<file path="src/rtl/ula_mc.sv">
// ula_mc: handshaked integer ALU for RV32I OP/OP-IMM instructions plus an
// iterative shift-add MUL. Accepts one operation at a time in IDLE, holds the
// registered result in DONE until the consumer takes it.
module ula_mc #(
  parameter int XLEN   = 32,
  parameter bit MUL_EN = 1'b1
) (
  input  logic            clk,
  input  logic            rst_n,
  input  logic            in_valid,
  output logic            in_ready,
  input  logic [6:0]      opcode,
  input  logic [2:0]      funct3,
  input  logic [6:0]      funct7,
  input  logic [XLEN-1:0] data1_in,
  input  logic [XLEN-1:0] data2_in,
  output logic            out_valid,
  input  logic            out_ready,
  output logic [XLEN-1:0] data_out,
  output logic            illegal
);

  localparam int SHW = $clog2(XLEN);
  localparam logic [SHW-1:0] CNT_LAST = SHW'(XLEN - 1);

  localparam logic [6:0] OPC_OP     = 7'b0110011;
  localparam logic [6:0] OPC_IMM    = 7'b0010011;
  localparam logic [6:0] F7_BASE    = 7'b0000000;
  localparam logic [6:0] F7_ALT     = 7'b0100000;
  localparam logic [6:0] F7_MULDIV  = 7'b0000001;

  typedef enum logic [1:0] {
    IDLE = 2'd0,
    MUL  = 2'd1,
    DONE = 2'd2
  } state_t;

  state_t state_r, state_nxt_s;

  logic [XLEN-1:0] mcand_r, mplier_r, acc_r, acc_nxt_s;
  logic [SHW-1:0]  cnt_r;
  logic [XLEN-1:0] data_out_r;
  logic            illegal_r, out_valid_r;

  logic [XLEN-1:0] alu_res_s;
  logic            alu_ill_s, is_mul_s;

  // Single-cycle ALU; alt selects SUB for funct3=000 and SRA for funct3=101.
  function automatic logic [XLEN-1:0] alu_calc(input logic [2:0] f3, input logic alt,
                                               input logic [XLEN-1:0] a,
                                               input logic [XLEN-1:0] b);
    logic signed [XLEN-1:0] sa;
    logic [SHW-1:0]         sh;
    logic [XLEN-1:0]        r;
    sa = a;
    sh = b[SHW-1:0];
    r  = '0;
    case (f3)
      3'b000: begin
        if (alt) r = a - b;
        else     r = a + b;
      end
      3'b001: r = a << sh;
      3'b010: r = {{(XLEN-1){1'b0}}, ($signed(a) < $signed(b))};
      3'b011: r = {{(XLEN-1){1'b0}}, (a < b)};
      3'b100: r = a ^ b;
      3'b101: begin
        if (alt) r = sa >>> sh;
        else     r = a >> sh;
      end
      3'b110: r = a | b;
      3'b111: r = a & b;
      default: r = '0;
    endcase
    return r;
  endfunction

  assign in_ready  = (state_r == IDLE);
  assign out_valid = out_valid_r;
  assign data_out  = data_out_r;
  assign illegal   = illegal_r;

  // Decode the presented instruction into a result, an illegal flag or a MUL request.
  always_comb begin
    alu_res_s = '0;
    alu_ill_s = 1'b1;
    is_mul_s  = 1'b0;
    if (opcode == OPC_OP) begin
      if (funct7 == F7_BASE) begin
        alu_ill_s = 1'b0;
        alu_res_s = alu_calc(funct3, 1'b0, data1_in, data2_in);
      end else if (funct7 == F7_ALT && (funct3 == 3'b000 || funct3 == 3'b101)) begin
        alu_ill_s = 1'b0;
        alu_res_s = alu_calc(funct3, 1'b1, data1_in, data2_in);
      end else if (funct7 == F7_MULDIV && funct3 == 3'b000 && MUL_EN) begin
        alu_ill_s = 1'b0;
        is_mul_s  = 1'b1;
      end else begin
        alu_ill_s = 1'b1;
      end
    end else if (opcode == OPC_IMM) begin
      case (funct3)
        3'b001: begin
          if (funct7 == F7_BASE) begin
            alu_ill_s = 1'b0;
            alu_res_s = alu_calc(funct3, 1'b0, data1_in, data2_in);
          end else begin
            alu_ill_s = 1'b1;
          end
        end
        3'b101: begin
          if (funct7 == F7_BASE || funct7 == F7_ALT) begin
            alu_ill_s = 1'b0;
            alu_res_s = alu_calc(funct3, (funct7 == F7_ALT), data1_in, data2_in);
          end else begin
            alu_ill_s = 1'b1;
          end
        end
        default: begin
          // Remaining I-type ops ignore funct7 (it is immediate data).
          alu_ill_s = 1'b0;
          alu_res_s = alu_calc(funct3, 1'b0, data1_in, data2_in);
        end
      endcase
    end else begin
      alu_ill_s = 1'b1;
    end
  end

  // One shift-add step: accumulate the multiplicand when the current multiplier bit is set.
  always_comb begin
    acc_nxt_s = acc_r;
    if (mplier_r[0]) acc_nxt_s = acc_r + mcand_r;
    else             acc_nxt_s = acc_r;
  end

  // Next-state logic for the IDLE -> (MUL) -> DONE -> IDLE sequence.
  always_comb begin
    state_nxt_s = state_r;
    case (state_r)
      IDLE: begin
        if (in_valid) state_nxt_s = is_mul_s ? MUL : DONE;
        else          state_nxt_s = IDLE;
      end
      MUL: begin
        if (cnt_r == CNT_LAST) state_nxt_s = DONE;
        else                   state_nxt_s = MUL;
      end
      DONE: begin
        if (out_ready) state_nxt_s = IDLE;
        else           state_nxt_s = DONE;
      end
      default: state_nxt_s = IDLE;
    endcase
  end

  // State register.
  always_ff @(posedge clk) begin
    if (!rst_n) state_r <= IDLE;
    else        state_r <= state_nxt_s;
  end

  // Operand latching, multiplier iteration and registered result/handshake outputs.
  always_ff @(posedge clk) begin
    if (!rst_n) begin
      mcand_r     <= '0;
      mplier_r    <= '0;
      acc_r       <= '0;
      cnt_r       <= '0;
      data_out_r  <= '0;
      illegal_r   <= 1'b0;
      out_valid_r <= 1'b0;
    end else begin
      case (state_r)
        IDLE: begin
          if (in_valid) begin
            if (is_mul_s) begin
              mcand_r  <= data1_in;
              mplier_r <= data2_in;
              acc_r    <= '0;
              cnt_r    <= '0;
            end else begin
              data_out_r  <= alu_res_s;
              illegal_r   <= alu_ill_s;
              out_valid_r <= 1'b1;
            end
          end
        end
        MUL: begin
          acc_r    <= acc_nxt_s;
          mcand_r  <= {mcand_r[XLEN-2:0], 1'b0};
          mplier_r <= {1'b0, mplier_r[XLEN-1:1]};
          cnt_r    <= cnt_r + 1'b1;
          if (cnt_r == CNT_LAST) begin
            data_out_r  <= acc_nxt_s;
            illegal_r   <= 1'b0;
            out_valid_r <= 1'b1;
          end
        end
        DONE: begin
          if (out_ready) out_valid_r <= 1'b0;
        end
        default: out_valid_r <= 1'b0;
      endcase
    end
  end

endmodule
</file>
<file path="config.mk">
export PLATFORM = sky130hd
export DESIGN_NAME = ula_mc
export DESIGN_NICKNAME = d
export VERILOG_FILES = /design/src/rtl/ula_mc.sv
export SDC_FILE = /design/constraint.sdc
export NUM_CORES = 1
export LEC_CHECK = 0
export ABC_CLOCK_PERIOD_IN_PS = 3970
export CAP_MARGIN = 20
export CELL_PAD_IN_SITES_DETAIL_PLACEMENT = 0
export CELL_PAD_IN_SITES_GLOBAL_PLACEMENT = 1
export CORE_MARGIN = 2
export CORE_UTILIZATION = 35
export CTS_CLUSTER_SIZE = 12
export DETAILED_ROUTE_END_ITERATION = 6
export DONT_BUFFER_PORTS = 1
export PLACE_DENSITY_LB_ADDON = 0.1
export SLEW_MARGIN = 20
export SYNTH_ARGS = -nofsm -noshare
export SYNTH_HDL_FRONTEND = slang
export SYNTH_SLANG_ARGS = --single-unit
export TNS_END_PERCENT = 30
</file>
<file path="constraint.sdc">
create_clock -name clk -period 3.97 [get_ports clk]
set_input_delay 0.397 -clock clk [delete_from_list [all_inputs] [get_ports clk]]
set_output_delay 0.397 -clock clk [all_outputs]
set_load 0.005 [all_outputs]
</file>
==> flow_summary.ini, run 1 <==
[status]
outcome = finished with violations
failed_checks = DRC

[global_route]
grt_max_degree = 94
met3_usage_pct = 6.79
grt_usage_pct = 35.3
met1_usage_pct = 45.3
grt_use_met2_pct = 56.1
grt_pass1_wl_um = 137000
busiest_layer = met2
overflow = 0
grt_pass1_vias = 19600
antenna_found_initial = 1

[clock_tree]
max-clock-path-buffers = 2
tritoncts = done
clock-sinks = 137
cts.htree.levels = 4
cts_buffers = 17
cts-root-buf = clkbuf_16
clock_latency_ns = 0.49
clkTransAtPathRegs_ns = 0.09

[sta]
tightest_slew_ns = 1.30
holdWs_ns = 0.0665
clock-skew-final_ns = 0.0248
period_share_pct = 92.6
fin_crit_ns = 3.68
finalHoldViolCount = 0
drv_slew = 0
final.setup.tns_ns = 0
fin_ws_ns = 0.294
fmax_mhz = 272
setup_viol = 0
rsz0062_at_grt = no
worst_slew_margin_rel_pct = 11.9

[floorplanning]
die-height_um = 229
die_x_um = 229
initial_core_util_pct = 35.4
die_area_um2 = 52500
num_rows = 82
core_um2 = 50100
io_pins = 120

[route]
ant_nets = 0
wl_per_cell_um = 29.8
drc = 2
vias = 20400
wl_um = 94700
drt_first_pass_iters = 7
drt_iter0_drc = 2128
viasPerCell = 6.43

[power]
power_switching_mw = 1.77
power.total_mw = 4.78
seqPwrFrac_pct = 29.7
p_leak_nw = 7.56
pwr-share-clk_pct = 37.4
p_sw_share_pct = 37.0
peakVddDrop_v = 0.000335
share_comb_of_total_power_pct = 32.8
power.internal_mw = 3.01
powerDensity_nw_per_um2 = 249

[logic_synthesis]
avgSynthCellArea_um2 = 6.86
syn-instance-count = 2584
ys_types = 85
synth_edf_count = 0
yosysWarningCount = 0
ys_seq_area_share_pct = 15.5
synth-seq-cells = 137
synth_nets = 2802
yosys_most_used_dff = dfxtp_1
async_flop_share_pct = 0
synthesis.area_um2 = 17700

[hold_path]
hold_start = data2_in[3]
hold_class = input pin to register

[finish]
fin_cells = 3181
num-fill-cells = 5528
diodes = 0
regArea_um2 = 2740
drive_above_1_share_pct = 8.89
multiInputGateArea_um2 = 13700
synthToLayoutAreaGrowth_pct = 8.21
finish.net_count = 2715

[setup_path]
crit_type = register to register
crit_fanout = 3
reg2regPathDepth = 13
cp-startpoint = mcand_r[0]
cp-endpoint = data_out[26]
worstReg2RegEnd = data_out[26]
cp.arrival_ns = 4.02
rr_startpoint = mcand_r[0]
startpoint_type = register
required_ns = 4.31
r2r_slack_ns = 0.29
end_kind = register

[placed_design]
dp_hpwl_um = 72800
dp_slack_ns = -0.0226
io_buffers = 0
gp_congestion = 1.01
dp.cells = 3150

[job]
max_cap_violations = 0
per-stage QoR:
stage	utilization [%]	instance area, um2
floorplan	-	17700
global placement	37.1	18600
detailed placement	37.1	18600
CTS	38.3	19200
global route	38.3	19200
finish	38.3	19200
critical path, cell delays in order (launching register included):
cell       delay (ns)
dfxtp_1          0.33
ha_1             0.25
fa_1             0.44
a211oi_1         0.33
o21ai_0          0.20
nand2_1          0.13
a2bb2oi_1        0.43
o21bai_1         0.27
nand3_1          0.16
nand3_1          0.11
a211o_1          0.31
a32oi_1          0.34
nor2b_1          0.18
a31oi_1          0.08
repair_timing:
action / in CTS / in global routing
setup buffers: 0 / 0
hold endpoints to repair: 0 / 0
setup endpoints to repair: 0 / 2
resized for setup: 0 / 1
hold buffers: 0 / 0
layer usage:
layer / share of wire (%) / vias to the layer above / wire, um
met5: 0 / - / 0
li1: - / 9318 / -
met4: 5.7 / 0 / 5450
met1: 42 / 10000 / 40300
met3: 7.1 / 186 / 6770
met2: 45 / 939 / 42300
flip-flops by register name, indices dropped and copies added (netlist names):
name	cells
acc_r	32
state_r	2
data_out	32
out_valid	1
mcand_r	32
illegal	1
cnt_r	5
mplier_r	32
cell usage in the layout, fill, tap and decap left out, drive strengths merged, types with 17 or more instances in the layout:
| cell type | instances |
|---|---|
| a211oi | 62 |
| mux2 | 31 |
| nor2 | 341 |
| ha | 130 |
| and3 | 17 |
| a31oi | 40 |
| mux4 | 20 |
| o211ai | 38 |
| buf | 110 |
| o22ai | 20 |
| o21ai | 173 |
| a21o | 37 |
| xnor2 | 51 |
| nand2 | 305 |
| nand3 | 53 |
| xor2 | 17 |
| nor3 | 38 |
| o31ai | 25 |
| mux2i | 74 |
| dfxtp | 137 |
| a311oi | 67 |
| a21oi | 283 |
| a22oi | 45 |
| o221ai | 17 |
| clkbuf | 17 |
| o21bai | 19 |
| inv | 109 |
synth_stat cells (21+ instances only):
master,n,area share [%]
nor2_1,338,7.2
nand2_1,305,6.5
a21oi_1,282,8.0
o21ai_0,171,4.8
clkbuf_1,155,3.3
dfxtp_1,137,15
ha_1,130,9.2
inv_1,106,2.2
mux2i_1,74,4.2
a311oi_1,66,3.3
a211oi_1,61,2.6
nand3_1,53,1.5
xnor2_1,51,2.5
a22oi_1,45,1.9
a31oi_1,40,1.4
o211ai_1,38,1.6
a21o_1,37,1.6
nor3_1,36,1.0
mux2_2,31,2.0
buf_1,28,0.59
o31ai_1,23,0.97
buf_2,21,0.59
worst min-delay path by stage:
stage / end / slack [ns] / cells after the start
after global routing: mplier_r[3] / 0.06 / 2
after floorplan: data_out[5] / 0.45 / 2
after global placement: mplier_r[31] / 0.46 / 2
final: mplier_r[3] / 0.07 / 2
after detailed placement: mplier_r[31] / 0.47 / 2
after CTS: data_out[1] / 0.03 / 2
kinds of logic after synthesis:
group                      Yosys count  synth area share (%)
buffers and inverters              324                  7.35
AOI/OAI and AO/OA                  949                  35.1
DFF                                137                  15.5
and+or+nand+nor                    848                  20.5
adders and majority gates          133                  9.51
muxes                              125                  8.69
xor gates and xnor gates            68                  3.36
power by group through the flow:
| stage | sequential (mW) | combinational [mW] | clock (mW) |
|---|---|---|---|
| CTS | 1.42 | 1.53 | 1.83 |
| global route | 1.42 | 1.68 | 1.88 |
| global placement | 1.45 | 1.53 | 0 |
| detailed placement | 1.45 | 1.52 | 0 |
| floorplan | 1.44 | 1.09 | 0 |
| finish | 1.42 | 1.57 | 1.79 |
final cells by class:
class	count	area share, %
Multi-Input combinational cell	2123	71.5
Sequential cell	137	14.3
Timing Repair Buffer	110	4.50
Tap cell	672	4.38
Clock buffer	17	2.22
Inverter	108	2.12
Clock inverter	14	1.02
No activity file was read; power rests on OpenSTA's default activity.
==> run 2, diff against run 1 <==
--- a/config.mk
+++ b/config.mk
@@ -5,6 +5,7 @@
 export SDC_FILE = /design/constraint.sdc
 export NUM_CORES = 1
 export LEC_CHECK = 0
+export ABC_AREA = 1
 export ABC_CLOCK_PERIOD_IN_PS = 3970
 export CAP_MARGIN = 20
 export CELL_PAD_IN_SITES_DETAIL_PLACEMENT = 0
==> flow_summary.ini, run 2 <==
[status]
outcome = complete, no violations

[global_route]
grt_usage_pct = 38.5
antenna_found_initial = 4
grt_max_degree = 97
busiest_layer = met2
grt_pass1_wl_um = 162000
met3_usage_pct = 7.10
grt_pass1_vias = 23300
overflow = 0
grt_use_met2_pct = 57.9
met1_usage_pct = 52.2

[job]
max_cap_violations = 0

[setup_path]
end_kind = register
crit_type = input pin to register
worstReg2RegEnd = data_out[30]
reg2regPathDepth = 14
crit_fanout = 10
required_ns = 4.37
startpoint_type = input pin
rr_startpoint = mcand_r[0]
cp.arrival_ns = 3.40
r2r_slack_ns = 0.98

[sta]
period_share_pct = 75.5
final.setup.tns_ns = 0
clock-skew-final_ns = 0.0224
fin_ws_ns = 0.974
worst_slew_margin_rel_pct = 28.1
holdWs_ns = 0.0493
rsz0062_at_grt = no
finalHoldViolCount = 0
fin_crit_ns = 3.00
fmax_mhz = 334
drv_slew = 0
setup_viol = 0
tightest_slew_ns = 1.08

[floorplanning]
die_x_um = 241
die_area_um2 = 58100
die-height_um = 241
initial_core_util_pct = 35.5
num_rows = 86
core_um2 = 55300
io_pins = 120

[logic_synthesis]
synth_top_area_share_pct = 20.8
synth_edf_count = 0
ys_seq_area_share_pct = 14.0
yosys_most_used_dff = dfxtp_1
avgSynthCellArea_um2 = 5.36
yosys.area.top_type = nand2_1
syn-instance-count = 3671
ys_types = 46
synth-seq-cells = 137
synth.area.top_cells = nand2_1, nand3_1, dfxtp_1, ha_1, inv_1
synthesis.area_um2 = 19700
yosysWarningCount = 0
async_flop_share_pct = 0
synth_most_common_cell = nand2_1
synth_nets = 3889
synth.cells.most_frequent = nand2_1, nand3_1, inv_1

[clock_tree]
clkTransAtPathRegs_ns = 0.08
clock-sinks = 137
cts-root-buf = clkbuf_16
tritoncts = done
cts_buffers = 17
postCtsSetupBuffers = 0
cts_hold_buf = 0
max-clock-path-buffers = 2
cts_resized = 0
clock_latency_ns = 0.48
cts.htree.levels = 4

[hold_path]
hold_start = rst_n
holdPathEnd = mplier_r[23]
hold-path-cell-count = 2
hold_class = input pin to register

[finish]
finish.net_count = 3754
synthToLayoutAreaGrowth_pct = 5.82
fin_util_pct = 37.6
layout_common_cells = nand2_1, nand3_1, inv_1
fin_cells = 4298
final_area_um2 = 20800
drive_above_1_share_pct = 3.72
final_common_cell = nand2_1

[placed_design]
placed_cell_area_um2 = 20200
io_buffers = 0
dp_slack_ns = 0.628
dp.cells = 4265
dp_hpwl_um = 89800
gp_congestion = 1.07

[power]
power.total_mw = 5.12
p_leak_nw = 9.97
powerDensity_nw_per_um2 = 246
peakVddDrop_v = 0.000348

[route]
vias = 25700
viasPerCell = 5.99
wl_um = 114000
drc = 0
drt_iter0_drc = 3261
wl_per_cell_um = 26.4
ant_nets = 0
drt_first_pass_iters = 6
## run 2: changes by cell type after synthesis, moves of 59 or more
cell,previous run,this run
a211oi_1,61,2
a311oi_1,66,0
inv_1,106,365
mux2i_1,74,0
nand2_1,305,1090
nand3_1,53,680
nor2_1,338,268
## run 2: layout make-up
class	count	area (um2)
flip-flops and latches	137	2740
fillers	6489	34500
repair buffers	46	408
clock inverters	13	179
well taps	748	936
inverters	380	1430
diodes	1	2.50
multi-input cells	2954	14700
clock buffers	19	443
## run 2: routing by layer
layer / up-vias / wire length, um
met5: - / 19
met4: 2 / 6360
met3: 188 / 10200
met2: 1367 / 47700
met1: 12200 / 49400
li1: 12000 / -
## run 2: logic make-up (layout without fill, tap and decap cells)
group	Yosys count	after routing	share of synthesized area, %
adders and majority gates	133	133	8.58
other	0	1	0
xor gates and xnor gates	12	12	0.535
and+or+nand+nor	2173	2173	47.6
DFF	137	137	14.0
buffers and inverters	580	458	11.5
AOI/OAI and AO/OA	636	636	17.8
## run 2: how the worst max path moves through the flow
stage                start            to
6_report       data2_in[5]  data_out[23]
2_1_floorplan  data2_in[3]   data_out[0]
3_5_place_dp   data2_in[5]   data_out[9]
5_1_grt         mcand_r[0]  data_out[30]
4_1_cts         mcand_r[0]  data_out[30]
3_3_place_gp   data2_in[5]   data_out[9]
## run 2: worst max-delay path, stage by stage
cell and delay [ns]:
inv_1 0.03, ha_1 0.50, nand2_1 0.21, nor2_1 0.37, nand3_1 0.21, nand2_1 0.22
nand2_1 0.14, nand2_1 0.24, nand2_1 0.11, nand3_1 0.11, nand3_1 0.12, nand3_1 0.27
nand3_1 0.12, nand2_1 0.14, nand2_1 0.06, a21oi_1 0.14
## run 2: report_power, final
group          switching (mW)  total (mW)  internal, mW
Combinational            1.34        1.83         0.486
Clock                   0.797        1.82          1.03
Sequential             0.0545        1.47          1.42
==> run 3, diff against run 2 <==
--- a/config.mk
+++ b/config.mk
@@ -6,7 +6,7 @@
 export NUM_CORES = 1
 export LEC_CHECK = 0
 export ABC_AREA = 1
-export ABC_CLOCK_PERIOD_IN_PS = 3970
+export ABC_CLOCK_PERIOD_IN_PS = 2700
 export CAP_MARGIN = 20
 export CELL_PAD_IN_SITES_DETAIL_PLACEMENT = 0
 export CELL_PAD_IN_SITES_GLOBAL_PLACEMENT = 1
==> constraint.sdc (replaced) <==
create_clock -name clk -period 2.7 [get_ports clk]
set_input_delay 0.27 -clock clk [delete_from_list [all_inputs] [get_ports clk]]
set_output_delay 0.27 -clock clk [all_outputs]
set_load 0.005 [all_outputs]
==> flow_summary.ini, run 3 (synthesis gave the netlist of run 2 again) <==
[status]
outcome = finished with violations
failed_checks = DRC

[setup_path]
crit_fanout = 5
end_kind = register
required_ns = 3.08
cp.arrival_ns = 2.97
startpoint_type = register
crit_type = register to register

[clock_tree]
cts_buffers = 17
cts-root-buf = clkbuf_16
clock-sinks = 137
clock_latency_ns = 0.50
tritoncts = done
clkTransAtPathRegs_ns = 0.08
postCtsSetupBuffers = 0
max-clock-path-buffers = 2
cts.htree.levels = 4

[global_route]
antenna_found_initial = 6
busiest_layer = met2
grt_usage_pct = 39.8
met3_usage_pct = 8.73
grt_pass1_vias = 24700
grt_max_degree = 96
grt_use_met2_pct = 60.8
overflow = 0
met1_usage_pct = 53.3
grt_pass1_wl_um = 168000

[finish]
layout_common_cells = nand2_1, nand3_1, inv_1
drive_above_1_share_pct = 9.66
finish.net_count = 4025
fin_util_pct = 41.8
synthToLayoutAreaGrowth_pct = 17.7
final_common_cell = nand2_1

[sta]
rsz0062_at_grt = yes
worst_slew_margin_rel_pct = 41.1
setup_viol = 0
fmax_mhz = 387
finalHoldViolCount = 0
clock-skew-final_ns = 0.0272
drv_slew = 0
fin_crit_ns = 2.59
tightest_slew_ns = 0.884
period_share_pct = 95.8

[route]
drc = 2
wl_per_cell_um = 25.5
vias = 26500
viasPerCell = 5.80
wl_um = 117000
drt_first_pass_iters = 7
ant_nets = 0
drt_iter0_drc = 3080

[floorplanning]
die_x_um = 241
initial_core_util_pct = 35.5
num_rows = 86
core_um2 = 55300
io_pins = 120
die_area_um2 = 58100
die-height_um = 241

[placed_design]
gp_congestion = 1.03
io_buffers = 0
dp_hpwl_um = 92700

[power]
powerDensity_nw_per_um2 = 348
peakVddDrop_v = 0.000524
p_leak_nw = 11.3
power.total_mw = 8.04

[hold_path]
hold_class = input pin to register

[job]
max_cap_violations = 0
[run 3: worst paths after layout]
kind	startpoint	end	slack [ns]	cells after the start
worst max-delay path	mcand_r[2]	data_out[25]	0.11	13
worst max register to register	mcand_r[2]	data_out[25]	0.11	13
worst min register to register	mplier_r[6]	mplier_r[5]	0.46	2
worst min-delay path	out_ready	state_r[1]	0.03	3
[run 3: layout make-up]
type                    count  area (um2)
fillers                  6391       32200
multi-input cells        2954       14700
flip-flops and latches    137        2740
repair buffers            317        2680
inverters                 380        1430
well taps                 748         936
clock buffers              17         425
clock inverters            15         205
diodes                      1        2.50
[run 3: routing by layer]
| metal | vias up | part of all wire, % | wire length (um) |
|---|---|---|---|
| met4 | 2 | 5.1 | 5950 |
| li1 | 12500 | - | - |
| met2 | 1309 | 42 | 49500 |
| met3 | 196 | 9.5 | 11100 |
| met5 | - | 0.0086 | 10 |
| met1 | 12500 | 43 | 50100 |
[run 3: repair_timing]
action,in CTS,in global routing
hold buffers,52,0
resized for setup,5,14
pin swaps,0,1
setup endpoints to repair,4,17
hold endpoints to repair,99,0
[run 3: worst max-delay path: stages (launching register included)]
cell and delay, ns:
dfxtp_1 0.34, ha_1 0.36, a21oi_1 0.19, nand2_1 0.14
a21oi_2 0.25, inv_1 0.13, nand2_1 0.07, nand2_1 0.10
nand4_1 0.14, nand3_1 0.10, nand2_1 0.06, nand3_1 0.13
a21oi_4 0.35, a21oi_1 0.11
[run 3: stage by stage]
step	setup TNS, ns	hold slack, ns	cell area, um2	std cells	setup slack, ns
after global placement	-1.06	0.413	21900	4484	-0.366
after floorplan	-0.00537	0.418	19700	3671	-0.00459
final	0	0.0277	23100	4569	0.115
after global routing	-0.0905	0.0441	23100	4568	-0.0510
after detailed placement	-0.759	0.425	21900	4484	-0.337
after CTS	-0.0319	0.00914	23100	4568	-0.0319
[run 3: report_power, final]
part	internal (mW)	leakage [nW]	total [mW]	switching (mW)
clock	1.42	0.305	2.69	1.28
combinational	1.07	9.88	3.18	2.11
sequential	2.09	1.11	2.17	0.0805
total	4.58	11.3	8.04	3.46
